==> src/rtl/salu_wave_arbiter_if.sv <==
// Wave-side request, SALU issue and result-return signals of salu_wave_arbiter.
// prio_i exists only when SALU_ARB_PRIO_EN is defined.
interface salu_wave_arbiter_if #(
    parameter int NUM_WAVES = 4,
    parameter int INSTR_W   = 32
);
    localparam int WID_W = $clog2(NUM_WAVES);

    logic [NUM_WAVES-1:0]         wave_valid_i;
    logic [NUM_WAVES*INSTR_W-1:0] wave_instr_i;
    logic [NUM_WAVES-1:0]         wave_ready_o;
    logic                         issue_valid_o;
    logic                         issue_ready_i;
    logic [INSTR_W-1:0]           issue_instr_o;
    logic [WID_W-1:0]             issue_wave_o;
    logic                         result_valid_i;
    logic [WID_W-1:0]             result_wave_i;
    logic [NUM_WAVES-1:0]         busy_o;
    logic                         err_o;
`ifdef SALU_ARB_PRIO_EN
    logic [NUM_WAVES-1:0]         prio_i;
`endif

    modport slave (
        input  wave_valid_i, wave_instr_i, issue_ready_i, result_valid_i, result_wave_i,
`ifdef SALU_ARB_PRIO_EN
        input  prio_i,
`endif
        output wave_ready_o, issue_valid_o, issue_instr_o, issue_wave_o, busy_o, err_o
    );

    modport master (
        output wave_valid_i, wave_instr_i, issue_ready_i, result_valid_i, result_wave_i,
`ifdef SALU_ARB_PRIO_EN
        output prio_i,
`endif
        input  wave_ready_o, issue_valid_o, issue_instr_o, issue_wave_o, busy_o, err_o
    );
endinterface

==> src/rtl/salu_wave_arbiter.sv <==
// Round-robin arbiter sharing one SALU among NUM_WAVES wavefronts, one op in flight per wave.
// Optional macro SALU_ARB_PRIO_EN: restricts the round-robin search to prio_i waves when any is eligible.
module salu_wave_arbiter #(
    parameter int NUM_WAVES = 4,
    parameter int INSTR_W   = 32
) (
    input  logic               clk,
    input  logic               rst_n,
    salu_wave_arbiter_if.slave bus
);
    localparam int WID_W = $clog2(NUM_WAVES);

    typedef enum logic {S_EMPTY, S_FULL} state_t;

    state_t               r_state;
    logic [NUM_WAVES-1:0] r_busy;
    logic                 r_err;
    logic [WID_W-1:0]     r_rr_ptr;
    logic [WID_W-1:0]     r_issue_wave;
    logic [INSTR_W-1:0]   r_issue_instr;

    logic [NUM_WAVES-1:0] w_elig, w_cand, w_grant_oh, w_busy_clr;
    logic [WID_W-1:0]     w_winner;
    logic                 w_found, w_load, w_grant, w_res_ok, w_res_bad;

    // Walk offsets high to low so the lowest offset from ptr wins.
    function automatic logic [WID_W:0] f_pick(input logic [NUM_WAVES-1:0] cand,
                                              input logic [WID_W-1:0]     ptr);
        logic [WID_W:0] res;
        int             idx;
        res = '0;
        for (int i = NUM_WAVES - 1; i >= 0; i--) begin
            idx = (int'(ptr) + i) % NUM_WAVES;
            if (cand[idx]) res = {1'b1, WID_W'(idx)};
        end
        return res;
    endfunction

    always_comb begin
        w_elig = bus.wave_valid_i & ~r_busy;
`ifdef SALU_ARB_PRIO_EN
        w_cand = (|(w_elig & bus.prio_i)) ? (w_elig & bus.prio_i) : w_elig;
`else
        w_cand = w_elig;
`endif
        {w_found, w_winner} = f_pick(w_cand, r_rr_ptr);
        w_load     = (r_state == S_EMPTY) | bus.issue_ready_i;
        w_grant    = rst_n & w_load & w_found;
        w_grant_oh = w_grant ? (NUM_WAVES'(1) << w_winner) : '0;

        // A result only counts when it targets a wave that really has an op in flight.
        w_res_ok   = bus.result_valid_i && (int'(bus.result_wave_i) < NUM_WAVES) &&
                     r_busy[bus.result_wave_i];
        w_res_bad  = bus.result_valid_i & ~w_res_ok;
        w_busy_clr = w_res_ok ? (NUM_WAVES'(1) << bus.result_wave_i) : '0;
    end

    always_ff @(posedge clk or negedge rst_n) begin
        if (!rst_n) begin
            r_state       <= S_EMPTY;
            r_busy        <= '0;
            r_err         <= 1'b0;
            r_rr_ptr      <= '0;
            r_issue_wave  <= '0;
            r_issue_instr <= '0;
        end else begin
            // Grant and clear never hit the same wave: grant needs busy=0, clear needs busy=1.
            r_busy <= (r_busy & ~w_busy_clr) | w_grant_oh;
            if (w_res_bad) r_err <= 1'b1;
            if (w_grant) begin
                r_state       <= S_FULL;
                r_issue_instr <= bus.wave_instr_i[int'(w_winner)*INSTR_W +: INSTR_W];
                r_issue_wave  <= w_winner;
                r_rr_ptr      <= (w_winner == WID_W'(NUM_WAVES - 1)) ? '0 : w_winner + 1'b1;
            end else if (w_load) begin
                r_state <= S_EMPTY;
            end
        end
    end

    assign bus.wave_ready_o  = w_grant_oh;
    assign bus.issue_valid_o = (r_state == S_FULL);
    assign bus.issue_instr_o = r_issue_instr;
    assign bus.issue_wave_o  = r_issue_wave;
    assign bus.busy_o        = r_busy;
    assign bus.err_o         = r_err;
endmodule
==> src/flat_wrapper.sv <==
// flat-port wrapper written by rule: the top's interface ports become plain ports
module salu_wave_arbiter_flat 
#(
    parameter int NUM_WAVES = 4,
    parameter int INSTR_W   = 32
)
  (clk, rst_n, bus_wave_valid_i, bus_wave_instr_i, bus_issue_ready_i, bus_result_valid_i, bus_result_wave_i, bus_wave_ready_o, bus_issue_valid_o, bus_issue_instr_o, bus_issue_wave_o, bus_busy_o, bus_err_o);
  salu_wave_arbiter_if #(.NUM_WAVES(NUM_WAVES), .INSTR_W(INSTR_W)) bus_i ();
  input  logic clk;
  input  logic rst_n;
  input wire logic [$bits(bus_i.wave_valid_i)-1:0] bus_wave_valid_i;
  input wire logic [$bits(bus_i.wave_instr_i)-1:0] bus_wave_instr_i;
  input wire logic [$bits(bus_i.issue_ready_i)-1:0] bus_issue_ready_i;
  input wire logic [$bits(bus_i.result_valid_i)-1:0] bus_result_valid_i;
  input wire logic [$bits(bus_i.result_wave_i)-1:0] bus_result_wave_i;
  output wire logic [$bits(bus_i.wave_ready_o)-1:0] bus_wave_ready_o;
  output wire logic [$bits(bus_i.issue_valid_o)-1:0] bus_issue_valid_o;
  output wire logic [$bits(bus_i.issue_instr_o)-1:0] bus_issue_instr_o;
  output wire logic [$bits(bus_i.issue_wave_o)-1:0] bus_issue_wave_o;
  output wire logic [$bits(bus_i.busy_o)-1:0] bus_busy_o;
  output wire logic [$bits(bus_i.err_o)-1:0] bus_err_o;
  assign bus_i.wave_valid_i = bus_wave_valid_i;
  assign bus_i.wave_instr_i = bus_wave_instr_i;
  assign bus_i.issue_ready_i = bus_issue_ready_i;
  assign bus_i.result_valid_i = bus_result_valid_i;
  assign bus_i.result_wave_i = bus_result_wave_i;
  assign bus_wave_ready_o = bus_i.wave_ready_o;
  assign bus_issue_valid_o = bus_i.issue_valid_o;
  assign bus_issue_instr_o = bus_i.issue_instr_o;
  assign bus_issue_wave_o = bus_i.issue_wave_o;
  assign bus_busy_o = bus_i.busy_o;
  assign bus_err_o = bus_i.err_o;
  salu_wave_arbiter #(.NUM_WAVES(NUM_WAVES), .INSTR_W(INSTR_W)) u_core (.clk(clk), .rst_n(rst_n), .bus(bus_i));
endmodule
==> config.mk <==
export PLATFORM = sky130hd
export DESIGN_NAME = salu_wave_arbiter_flat
export DESIGN_NICKNAME = d
export VERILOG_FILES = /design/src/rtl/salu_wave_arbiter_if.sv /design/src/rtl/salu_wave_arbiter.sv /design/src/flat_wrapper.sv
export SDC_FILE = /design/constraint.sdc
export NUM_CORES = 1
export LEC_CHECK = 0
export CAP_MARGIN = 20
export CORE_UTILIZATION = 41
export DETAILED_ROUTE_END_ITERATION = 16
export GPL_ROUTABILITY_DRIVEN = 1
export PLACE_DENSITY_LB_ADDON = 0.08
export REMOVE_ABC_BUFFERS = 1
export SKIP_LAST_GASP = 1
export SYNTH_ARGS = -nofsm -noshare
export SYNTH_HDL_FRONTEND = slang
export SYNTH_SLANG_ARGS = --single-unit
export TNS_END_PERCENT = 10
==> constraint.sdc <==
create_clock -name clk -period 3.6 [get_ports clk]
set_input_delay 0.54 -clock clk [delete_from_list [all_inputs] [get_ports clk]]
set_output_delay 0.54 -clock clk [all_outputs]
set_load 0.1 [all_outputs]
## Yosys cells after proc, flatten, opt, wreduce, memory -nomap -nowiden

Index checks and enable logic that the tools add are counted.

| word-level totals | value |
|---|---|
| register bits after elaboration | 42 |
| latch bits | 0 |
| RAM bits | 0 |
| bits in read-only memories | 0 |
| bits of input ports | 138 |
| output and inout bits | 44 |
| logic and storage cells | 60 |
| memories | 0 |

| operators by class | value |
|---|---|
| add/sub/neg operators | 4 |
| multipliers | 0 |
| divide/modulo/power cells | 0 |
| magnitude comparators | 5 |
| eq/ne operators | 1 |
| shift operators | 3 |
| mux-type cells | 22 |
| bitwise gates (word level) | 14 |
| reduce and logical (&&, ||, !) cells | 5 |

Operators by type and width:

| kind | count |
|---|---|
| 128-bit by 8-bit indexed part select with 32-bit output | 1 |
| 3-bit by 4-bit < comparator with 1-bit output, second input constant | 3 |
| 3-bit 2-to-1 mux | 4 |
| 1-bit binary-select mux with 2-bit select | 5 |
| 1-bit 2-to-1 mux | 10 |
| 4-bit bitwise AND | 2 |
| 4-bit 2-to-1 mux | 2 |
| 4-bit NOT | 2 |
| 1-bit by 2-bit << shifter with 4-bit output, first input constant | 2 |
| 2-bit by 3-bit < comparator with 1-bit output, second input constant | 2 |
| 2-bit OR reduction | 3 |
| 2-bit by 1-bit adder with 2-bit output, second input constant | 2 |
| 2-bit adder, second input constant | 2 |
| 4-bit bitwise OR | 1 |
| 1-bit bitwise AND | 3 |
| 1-bit bitwise AND, first input constant | 3 |
| 2-bit equality test, second input constant | 1 |
| 2-bit 2-to-1 mux | 1 |
| 1-bit NOT | 2 |
| 2-bit nonzero test | 1 |
| 1-bit logical AND | 1 |
| 1-bit bitwise OR | 1 |

## Depth between registers and ports, before layout

Gate-level depths: netlist (run 1).

| logic depth | value |
|---|---|
| word-level depth | 13 |
| depth in mapped cells | 9 |
| gate-level depth less buffers | 8 |

## Worst setup path before layout (run 1)

Ideal clock, no wire load.

| timing path | value |
|---|---|
| path kind | register to output |
| start point | reg u_core.r_busy[0], in the netlist u_core.bus.busy_o[0] |
| end point | out bus_wave_ready_o[1] |
| arrival time | 3.176 ns |
| data required time | 3.060 ns |
| setup slack | -0.116 ns |
| stages on the path, launching flop included | 8 |
| buffers on the path | 1 |
| cell sequence | dfrtp_1 -> and3b_1 -> o21ai_1 -> nand3_2 -> inv_2 -> buf_4 -> nand2_1 -> nor2_1 |

| on the way | value |
|---|---|
| longest elaborated chain between the ends | 11 |
| elaborated cells between the ends (all ways) | 20 |

RTL lines:

| element | line | source |
|---|---|---|
| start: declaration | salu_wave_arbiter.sv:16 | `logic [NUM_WAVES-1:0] r_busy;` |
| start signal: assignment | salu_wave_arbiter.sv:68 | `r_busy <= (r_busy & ~w_busy_clr) \| w_grant_oh;` |
| 4-bit NOT * | salu_wave_arbiter.sv:40 | `w_elig = bus.wave_valid_i & ~r_busy;` |
| 4-bit bitwise AND * | salu_wave_arbiter.sv:40 |  |
| 1-bit binary-select mux with 2-bit select | salu_wave_arbiter.sv:34 | `if (cand[idx]) res = {1'b1, WID_W'(idx)};` |
| 1-bit 2-to-1 mux (implied by the code) (2 in series) | salu_wave_arbiter.sv:34 |  |
| 3-bit 2-to-1 mux (3 in series) | salu_wave_arbiter.sv:34 |  |
| 3-bit 2-to-1 mux * | salu_wave_arbiter.sv:34 |  |
| 1-bit by 2-bit << shifter with 4-bit output / 1-bit bitwise AND (equally long branches) | salu_wave_arbiter.sv:49, salu_wave_arbiter.sv:48 |  |
| 4-bit 2-to-1 mux * | salu_wave_arbiter.sv:49 | `w_grant_oh = w_grant ? (NUM_WAVES'(1) << w_winner) : '0;` |
| end: declaration | flat_wrapper.sv:16 | `output wire logic [$bits(bus_i.wave_ready_o)-1:0] bus_wave_ready_o;` |

Every way passes the cells marked *; elsewhere a longest branch is shown, timed or not. The select of a mux whose other input is x is not followed.

## Worst setup path in the final report (run 1)

| timing path | value |
|---|---|
| start point | in bus_wave_valid_i[0] |
| end point | out bus_wave_ready_o[1] |

| on the way | value |
|---|---|
| longest elaborated chain between the ends | 10 |
| elaborated cells between the ends (all ways) | 19 |

RTL lines:

| element | line | source |
|---|---|---|
| start: declaration | flat_wrapper.sv:11 | `input wire logic [$bits(bus_i.wave_valid_i)-1:0] bus_wave_valid_i;` |
| 4-bit bitwise AND * | salu_wave_arbiter.sv:40 |  |
| 1-bit binary-select mux with 2-bit select | salu_wave_arbiter.sv:34 |  |
| 1-bit 2-to-1 mux (implied by the code) (2 in series) | salu_wave_arbiter.sv:34 |  |
| 3-bit 2-to-1 mux (3 in series) | salu_wave_arbiter.sv:34 |  |
| 3-bit 2-to-1 mux * | salu_wave_arbiter.sv:34 |  |
| 1-bit by 2-bit << shifter with 4-bit output / 1-bit bitwise AND (equally long branches) | salu_wave_arbiter.sv:49, salu_wave_arbiter.sv:48 |  |
| 4-bit 2-to-1 mux * | salu_wave_arbiter.sv:49 |  |

Marked as above.

==> impl_summary.md, run 1 <==
Flow run
Across the run, the number of max-cap violations was 0.

Synth
The average instance area after synthesis is just over 7 um^2. The Yosys step of the flow raised 0 warnings. The sequential share of the synthesized area is 0.347. In the post-synthesis netlist, the biggest area contributors are sky130_fd_sc_hd__dfrtp_1, sky130_fd_sc_hd__nand2_1, sky130_fd_sc_hd__a21oi_1, sky130_fd_sc_hd__o32a_1, sky130_fd_sc_hd__nand3_1. After technology mapping, the gate count stands at around 420.

The total standard cell area after synthesis is approximately 3000 um^2. The area share of the largest cell type after synthesis is 0.347. The post-synthesis register bit count is 42. Counting distinct cell types in the post-synthesis netlist gives 38.

The largest area contributor in the synthesized netlist is sky130_fd_sc_hd__dfrtp_1.

Global routing
Entering global routing, the biggest net connects 46 pins. The residual overflow from global routing is 0. The number of global-route vias before repair is 3525. The global-route usage over all layers is 0.286. The global-route wire length before repair is between 15000 and 20000 um.

The initial antenna violation count is 0.

Clocking
The buffer count from post-CTS setup fixing is 0. The TritonCTS clock tree is built. The number of clock buffers inserted by TritonCTS is 5. The buffer levels on the longest clock path is 2. The buffer cell driving the clock tree root is sky130_fd_sc_hd__clkbuf_8. The clock-pin slew reported for the worst setup and hold paths after clock tree synthesis is 0.09 ns. Hold repair after CTS inserted 0 buffers.

For the worst-skew pair, the clock arrives at the later sink with an insertion delay of approximately 0.3 ns. The number of gates resized after cts is 0. The maximum level of the CTS H-tree is 2. The clock sink count is 42.

Timing
For the pin with the worst max-slew slack, the measured transition is 1.03 ns. The post-route clock period utilization is 0.839. The total count of max-transition violations in the final report came to 0. The routed design could run at a clock period as short as just over 3 ns. The worst hold margin is 0.333 ns. Based on the critical path, the design can be clocked at up to 0.331 GHz.

The sum of negative setup slack is 0 ns. Setup repair after global routing left no endpoint under its margin. The max-slew headroom at the worst pin is 0.313. Between clock sinks in the finished design, the worst skew comes to 0.00757 ns. The number of hold violations in the final report is 0. Setup violations remaining at the end of the flow were counted as 0.

Route
Using the TritonRoute via totals, the vias-per-cell ratio works out to ~5.5. Once detail routing completed, the nets flagged for antenna violations numbered 0. Dividing the detail-routed wire length by the instance count gives ~16 um.

For this block, the initial DRC count from the detailed router was about 320. For this block, the routed nets add up to 11100 um of wire. The count of TritonRoute iterations in the first routing pass is 5.

The number of remaining DRC errors is 0. The count of vias placed by the detailed router is approximately 3700.

Critical path
Data on the critical path arrives at its endpoint at ~2.5 ns. The cell at the slowest stage of the critical path is sky130_fd_sc_hd__clkdlybuf4s50_1. In this run the register-to-register setup slack is around 1.3 ns.

The critical path contains buffers and inverters numbering 2 combined. The category of the worst setup path capture point is an output pin. The largest fanout on the critical path is 17.

The critical path in this run is classified as primary input to output pin. The data required time of the worst path is approximately 3.1 ns. The largest single stage delay on the critical path is around 0.53 ns. The kind of cell adding the most delay to the critical path is buffers and inverters. The critical path goes through clkdlybuf4s50_1 -> nand2b_1 -> a41oi_4 -> nand2_1 -> nor2_1 -> buf_12. The worst setup path is launched from a primary input.

Power and ir drop
IR analysis of the VDD net gives a maximum drop of ~1 mV. Dividing total power by cell area gives a power density of between 1000 and 1500 nW/um^2. In this run the static leakage power is 2.01 nW. The design draws 0.00513 W.

Layout
The area growth from synthesis to layout is 65.5%. Measured on the finished design, the core utilization comes to 0.718. Of the cells placed in the final design, the portion with a size suffix greater than 1 is 0.0615. The layout net count is around 720. In the layout the commonest cells are sky130_fd_sc_hd__clkdlybuf4s50_1, sky130_fd_sc_hd__nand2_1, sky130_fd_sc_hd__a21oi_1.

The library cell used most frequently in the layout, excluding fill and tap cells, is sky130_fd_sc_hd__clkdlybuf4s50_1. For this run, the number of standard cells in the final layout without fillers is 681. The number of antenna diodes in the final layout is 0.

Placement
Summed over all nets, the half-perimeter wirelength after detailed placement is around 7900 um. The count of buffers added on input and output ports is around 180. The number of placed instances, taps included is approximately 670. The routability congestion estimate is just over 0.8.

Die
The initial standard-cell utilization of the core is 0.434. After floorplanning, the core was divided into 30 placement rows. The number of top-level pins is ~180.

The full die area is a little under 8000 um^2. In this run the standard cell core region covers about 7000 um^2. Measured along the x axis, the die boundary spans 88.0 um. The overall die height is between 80 and 90 um.

Outcome
The flow ran to the end, and the final reports show no timing, DRC or antenna violations.

Min path
The tightest min-delay check is of the primary input to async pin type.
[state kept, by name, summed over array words and instances, names as in the netlist]
signal and flops:
u_core.bus.issue_instr_o 32, u_core.bus.busy_o 4, u_core.bus.issue_wave_o 2, u_core.r_rr_ptr 2
u_core.bus.err_o 1, u_core.bus.issue_valid_o 1
[power breakdown]
group	leakage [nW]	internal, W	switching, W
clock	0.0441	0.000137	0.000187
sequential	0.478	0.000703	0.000177
combinational	1.49	0.00109	0.00283
[worst paths after layout]
path | startpoint | cells past startpoint | endpoint
worst min register to register | u_core.bus.err_o$_DFFE_PN0P_ | 1 | u_core.bus.err_o$_DFFE_PN0P_
worst min-delay path | rst_n | 2 | u_core.bus.issue_instr_o[19]$_DFFE_PN0P_
worst max-delay path | bus_wave_valid_i[0] | 6 | bus_wave_ready_o[1]
max in group asynchronous | rst_n | 2 | u_core.bus.issue_instr_o[12]$_DFFE_PN0P_
min in group clk | u_core.bus.err_o$_DFFE_PN0P_ | 1 | u_core.bus.err_o$_DFFE_PN0P_
worst max register to register | u_core.bus.busy_o[0]$_DFF_PN0_ | 5 | u_core.bus.issue_instr_o[12]$_DFFE_PN0P_
[cell type report]
type | instances | area, um^2
inverter | 6 | 27.5
timing repair buffer | 191 | 1920
clock buffer | 5 | 68.8
clock inverter | 3 | 21.3
tap | 96 | 120
sequential | 42 | 1050
fill | 563 | 1970
multi-input combinational | 338 | 1800
[worst reg2reg max path, delay by kind of cell (launching register included)]
kind            cells  cell delay, ns
simple gates        2            0.42
buf+inv             1            0.49
flops               1            0.47
compound gates      2            0.85
[cell usage after synthesis, drive strengths merged]
library cell,number
nand2,165
clkbuf,16
nor3,1
nor2,3
o211ai,1
nor4b,1
or3,1
mux2,1
a21oi,66
and3b,1
o211a,1
and4bb,1
inv,5
o32a,32
and2,1
o21a,2
nand3,35
nand2b,5
a2bb2oi,1
mux4,1
a21o,3
clkinv,1
nor2b,3
nand3b,1
dfrtp,42
o21ai,6
ha,1
a41oi,1
buf,16
and3,2
o21bai,2
[through the flow]
step	setup slack, ns	instance area [um^2]
floorplan	-2.63	2860
global placement	0.671	4920
detailed placement	0.635	4920
CTS	0.634	5010
global route	0.526	5010
finish	0.581	5010
[routing by layer]
layer	part of all wire	routed length [um]	GRT usage
met1	0.39	4320	0.355
met2	0.50	5520	0.489
met3	0.095	1060	0.0594
met4	0.021	237	0.104
met5	0	0	0
[cells by family after synthesis]
family                   count (synthesis)  synth area share
AND/OR/NAND/NOR                        220             0.314
AO/OA/AOI/OAI                          115             0.257
flip-flops                              42             0.347
buffers and inverters                   38            0.0669
multiplexers                             2            0.0111
adder cells (fa/ha/maj)                  1           0.00413
Note: power is estimated with default switching activity, not from simulation.
==> inputs of run 2 (changes only) <==
--- a/config.mk
+++ b/config.mk
@@ -6,7 +6,7 @@
 export NUM_CORES = 1
 export LEC_CHECK = 0
 export CAP_MARGIN = 20
-export CORE_UTILIZATION = 41
+export CORE_UTILIZATION = 38
 export DETAILED_ROUTE_END_ITERATION = 16
 export GPL_ROUTABILITY_DRIVEN = 1
 export PLACE_DENSITY_LB_ADDON = 0.08
==> constraint.sdc (replaced) <==
create_clock -name clk -period 3.1 [get_ports clk]
set_input_delay 0.465 -clock clk [delete_from_list [all_inputs] [get_ports clk]]
set_output_delay 0.465 -clock clk [all_outputs]
set_load 0.1 [all_outputs]
==> impl_summary.md, run 2 (synthesized netlist as in run 1, its figures left out) <==
Outcome
The flow ran to the end, and the final reports show no timing, DRC or antenna violations.

Route
Summed over all layers, the routed wires come to approximately 11000 um. After detailed routing, the met3 layer carries slightly below 800 um of wire. The count of TritonRoute iterations in the first routing pass is 7. The number of remaining DRC errors is 0.

The wire length on met2 is approximately 5400 um. The vias per cell is ~5.3. The count of vias placed by the detailed router is between 3000 and 4000. The routed wirelength normalized by instance count is between 15 and 20 um.

The starting DRC count in detailed routing is between 150 and 200. For this block, wires on met1 add up to between 4000 and 5000 um. In this run the remaining antenna-violating nets after routing total 0. The topmost layer with routed signal wires is met4.

Clocking
The clock insertion delay at the later pin of the skew report is around 0.29 ns. No sink is reached through more buffers than the 2 on the longest clock path. The TritonCTS clock tree is built.

The maximum level of the CTS H-tree is 2. The buffer cell driving the clock tree root is sky130_fd_sc_hd__clkbuf_8. The post-cts hold buffer count is 0. The number of gates resized after CTS was 0.

The number of clock buffers inserted by TritonCTS is 5. The clock sink count is 42. After clock tree synthesis, the setup repair step added 0 buffers. The clock-pin slew reported for the worst setup and hold paths after clock tree synthesis is ~0.08 ns.

Die
between 150 and 200 I/O pins were placed. The full die area is roughly 8300 um^2. The initialized floorplan defines 32 standard-cell rows. After floorplanning, the core was sized to cover around 7700 um^2.

The overall die height is 91.3 um. The initial standard-cell utilization of the core is 0.392. From left edge to right edge, the die measures a little over 90 um.

Timing
Measured against its own limit, the worst slew margin works out to 0.623. The number of hold violations in the final report was 0. The maximum clock frequency is about 0.37 GHz. The total count of max-transition violations in the final report is 0. The final critical-path required period is between 2 and 3 ns.

Setup violations remaining at the end of the flow were counted as 0. The post-route clock period utilization is 0.871. After routing, the total negative slack on setup checks comes to 0 ns. At the pin with the least slew margin, the transition time is ~0.57 ns. For the final database, setup skew stands at 0.00451 ns. Across all hold checks on the routed design, the worst slack comes to between 0.2 and 0.3 ns.

Setup repair after global routing left no endpoint under its margin.

Power and ir drop
The sequential group share of total power is 0.171. The power share of the clock group is 0.063. The proportion of power drawn by combinational gates is 0.767. The worst voltage drop across the vdd grid is around 0.76 mV. The power per cell area is 1200 nW/um^2. The switching power summed over all nets is ~0.0037 W.

The static power due to leakage is just over 2 nW. The switching part of the total is 0.623. Cell internal power was estimated by the tool at 0.00225 W.

Critical path
STA classifies the critical path startpoint as a primary input. The data arrival at the endpoint of the critical path is 2.24 ns. The category of the worst setup path capture point is an output pin.

For the worst setup path, the data required time is between 2 and 3 ns. Along the worst path, the maximum fanout reaches 17. The class of the most critical setup path is primary input to output pin.

Placement
The number of placed instances, taps included, is just under 700. The routability congestion estimate is between 0.7 and 0.8. Port buffering added 181 buffers. The detailed placer's ending HPWL is 8070 um. After detailed placement, the total cell area comes to ~4900 um^2.

Min path
The class of the most critical hold timing path is primary input to async pin.

Layout
The number of flip-flops in the largest register is 32. The number of diodes added for antenna fixing is 0. Once layout is complete, the cells apart from fillers number just under 700.

The commonest non-fill, non-tap cell in the layout is sky130_fd_sc_hd__nand2_1. After routing the design area is approximately 5000 um^2. The area growth from synthesis to layout is 64.2%. In the final layout, the share of cells above drive strength 1 is 0.139. Leaving out fill and tap cells, the most frequent cells in the layout are sky130_fd_sc_hd__nand2_1, sky130_fd_sc_hd__clkdlybuf4s50_1, sky130_fd_sc_hd__a21oi_1.

After the last flow step, the layout net total stands at 730. The number of fillers in the final layout is about 700.

Global routing
The initial antenna violation count was 0. The residual overflow from global routing is 0. Entering global routing, the biggest net connects 50 pins. For this run, the total global-route usage over all layers was measured as 0.262. The number of global-route vias before repair is between 3000 and 4000. The first global-routing pass estimated between 15000 and 20000 um of wire.

Flow run
Max-cap violations in this run came to 0.
==> run 2: cell types whose count changed in the layout (fill, tap and decap cells not counted) <==
cell / before / now
sky130_fd_sc_hd__clkinv_4: 2 / 1
sky130_fd_sc_hd__clkbuf_1: 0 / 1
sky130_fd_sc_hd__clkdlybuf4s50_1: 176 / 136
sky130_fd_sc_hd__clkbuf_8: 5 / 6
sky130_fd_sc_hd__buf_4: 10 / 57
sky130_fd_sc_hd__clkinvlp_4: 1 / 0
==> run 2: layer usage <==
layer | vias up | global-route usage
met5 | - | 0
met4 | 0 | 0.0714
met3 | 13 | 0.0536
met2 | 140 | 0.464
met1 | 1741 | 0.320
li1 | 1805 | -
==> run 2: final cells by class <==
type / count / area (um^2) / area share
Clock buffer: 7 / 86.3 / 0.0173
Clock inverter: 1 / 5.00 / 0.00101
Inverter: 6 / 27.5 / 0.00553
Multi-Input combinational cell: 338 / 1800 / 0.363
Sequential cell: 42 / 1050 / 0.211
Tap cell: 102 / 128 / 0.0256
Timing Repair Buffer: 198 / 1870 / 0.377
==> run 2: worst max-delay path, stage by stage <==
cell and delay (ns):
sky130_fd_sc_hd__clkdlybuf4s50_1 0.49, sky130_fd_sc_hd__nor2b_1 0.23, sky130_fd_sc_hd__nand3_1 0.19, sky130_fd_sc_hd__nand3_2 0.14, sky130_fd_sc_hd__buf_4 0.24, sky130_fd_sc_hd__and3_1 0.28, sky130_fd_sc_hd__buf_12 0.20
==> run 2: path summary, 6_finish.rpt <==
check                                                        start                                       end  slack (ns)  cells after the start
max                                            bus_wave_valid_i[2]                       bus_wave_ready_o[0]        0.40                      7
min                                                          rst_n            u_core.bus.busy_o[0]$_DFF_PN0_        0.28                      2
max reg2reg                         u_core.bus.busy_o[0]$_DFF_PN0_   u_core.bus.issue_instr_o[1]$_DFFE_PN0P_        1.00                      7
min reg2reg                u_core.bus.issue_instr_o[0]$_DFFE_PN0P_   u_core.bus.issue_instr_o[0]$_DFFE_PN0P_        0.50                      1
max in group asynchronous                                    rst_n  u_core.bus.issue_instr_o[19]$_DFFE_PN0P_        2.43                      2
min in group clk           u_core.bus.issue_instr_o[0]$_DFFE_PN0P_   u_core.bus.issue_instr_o[0]$_DFFE_PN0P_        0.50                      1
==> run 2: metrics by stage <==
| stage | power, W | utilization | setup slack (ns) |
|---|---|---|---|
| after CTS | 0.00597 | 0.644 | 0.422 |
| after global routing | 0.00628 | 0.644 | 0.305 |
| after floorplan | 0.00428 | - | -3.06 |
| after detailed placement | 0.00559 | 0.632 | 0.408 |
| final | 0.00595 | 0.644 | 0.399 |
| after global placement | 0.00552 | 0.632 | 0.484 |
==> run 2: power groups by stage <==
stage / Clock (W) / Combinational [W] / Sequential, W
after floorplan: 0 / 0.00144 / 0.00284
after global placement: 0 / 0.00450 / 0.00101
after detailed placement: 0 / 0.00457 / 0.00102
after CTS: 0.000382 / 0.00458 / 0.00101
after global routing: 0.000410 / 0.00482 / 0.00105
final: 0.000373 / 0.00457 / 0.00102
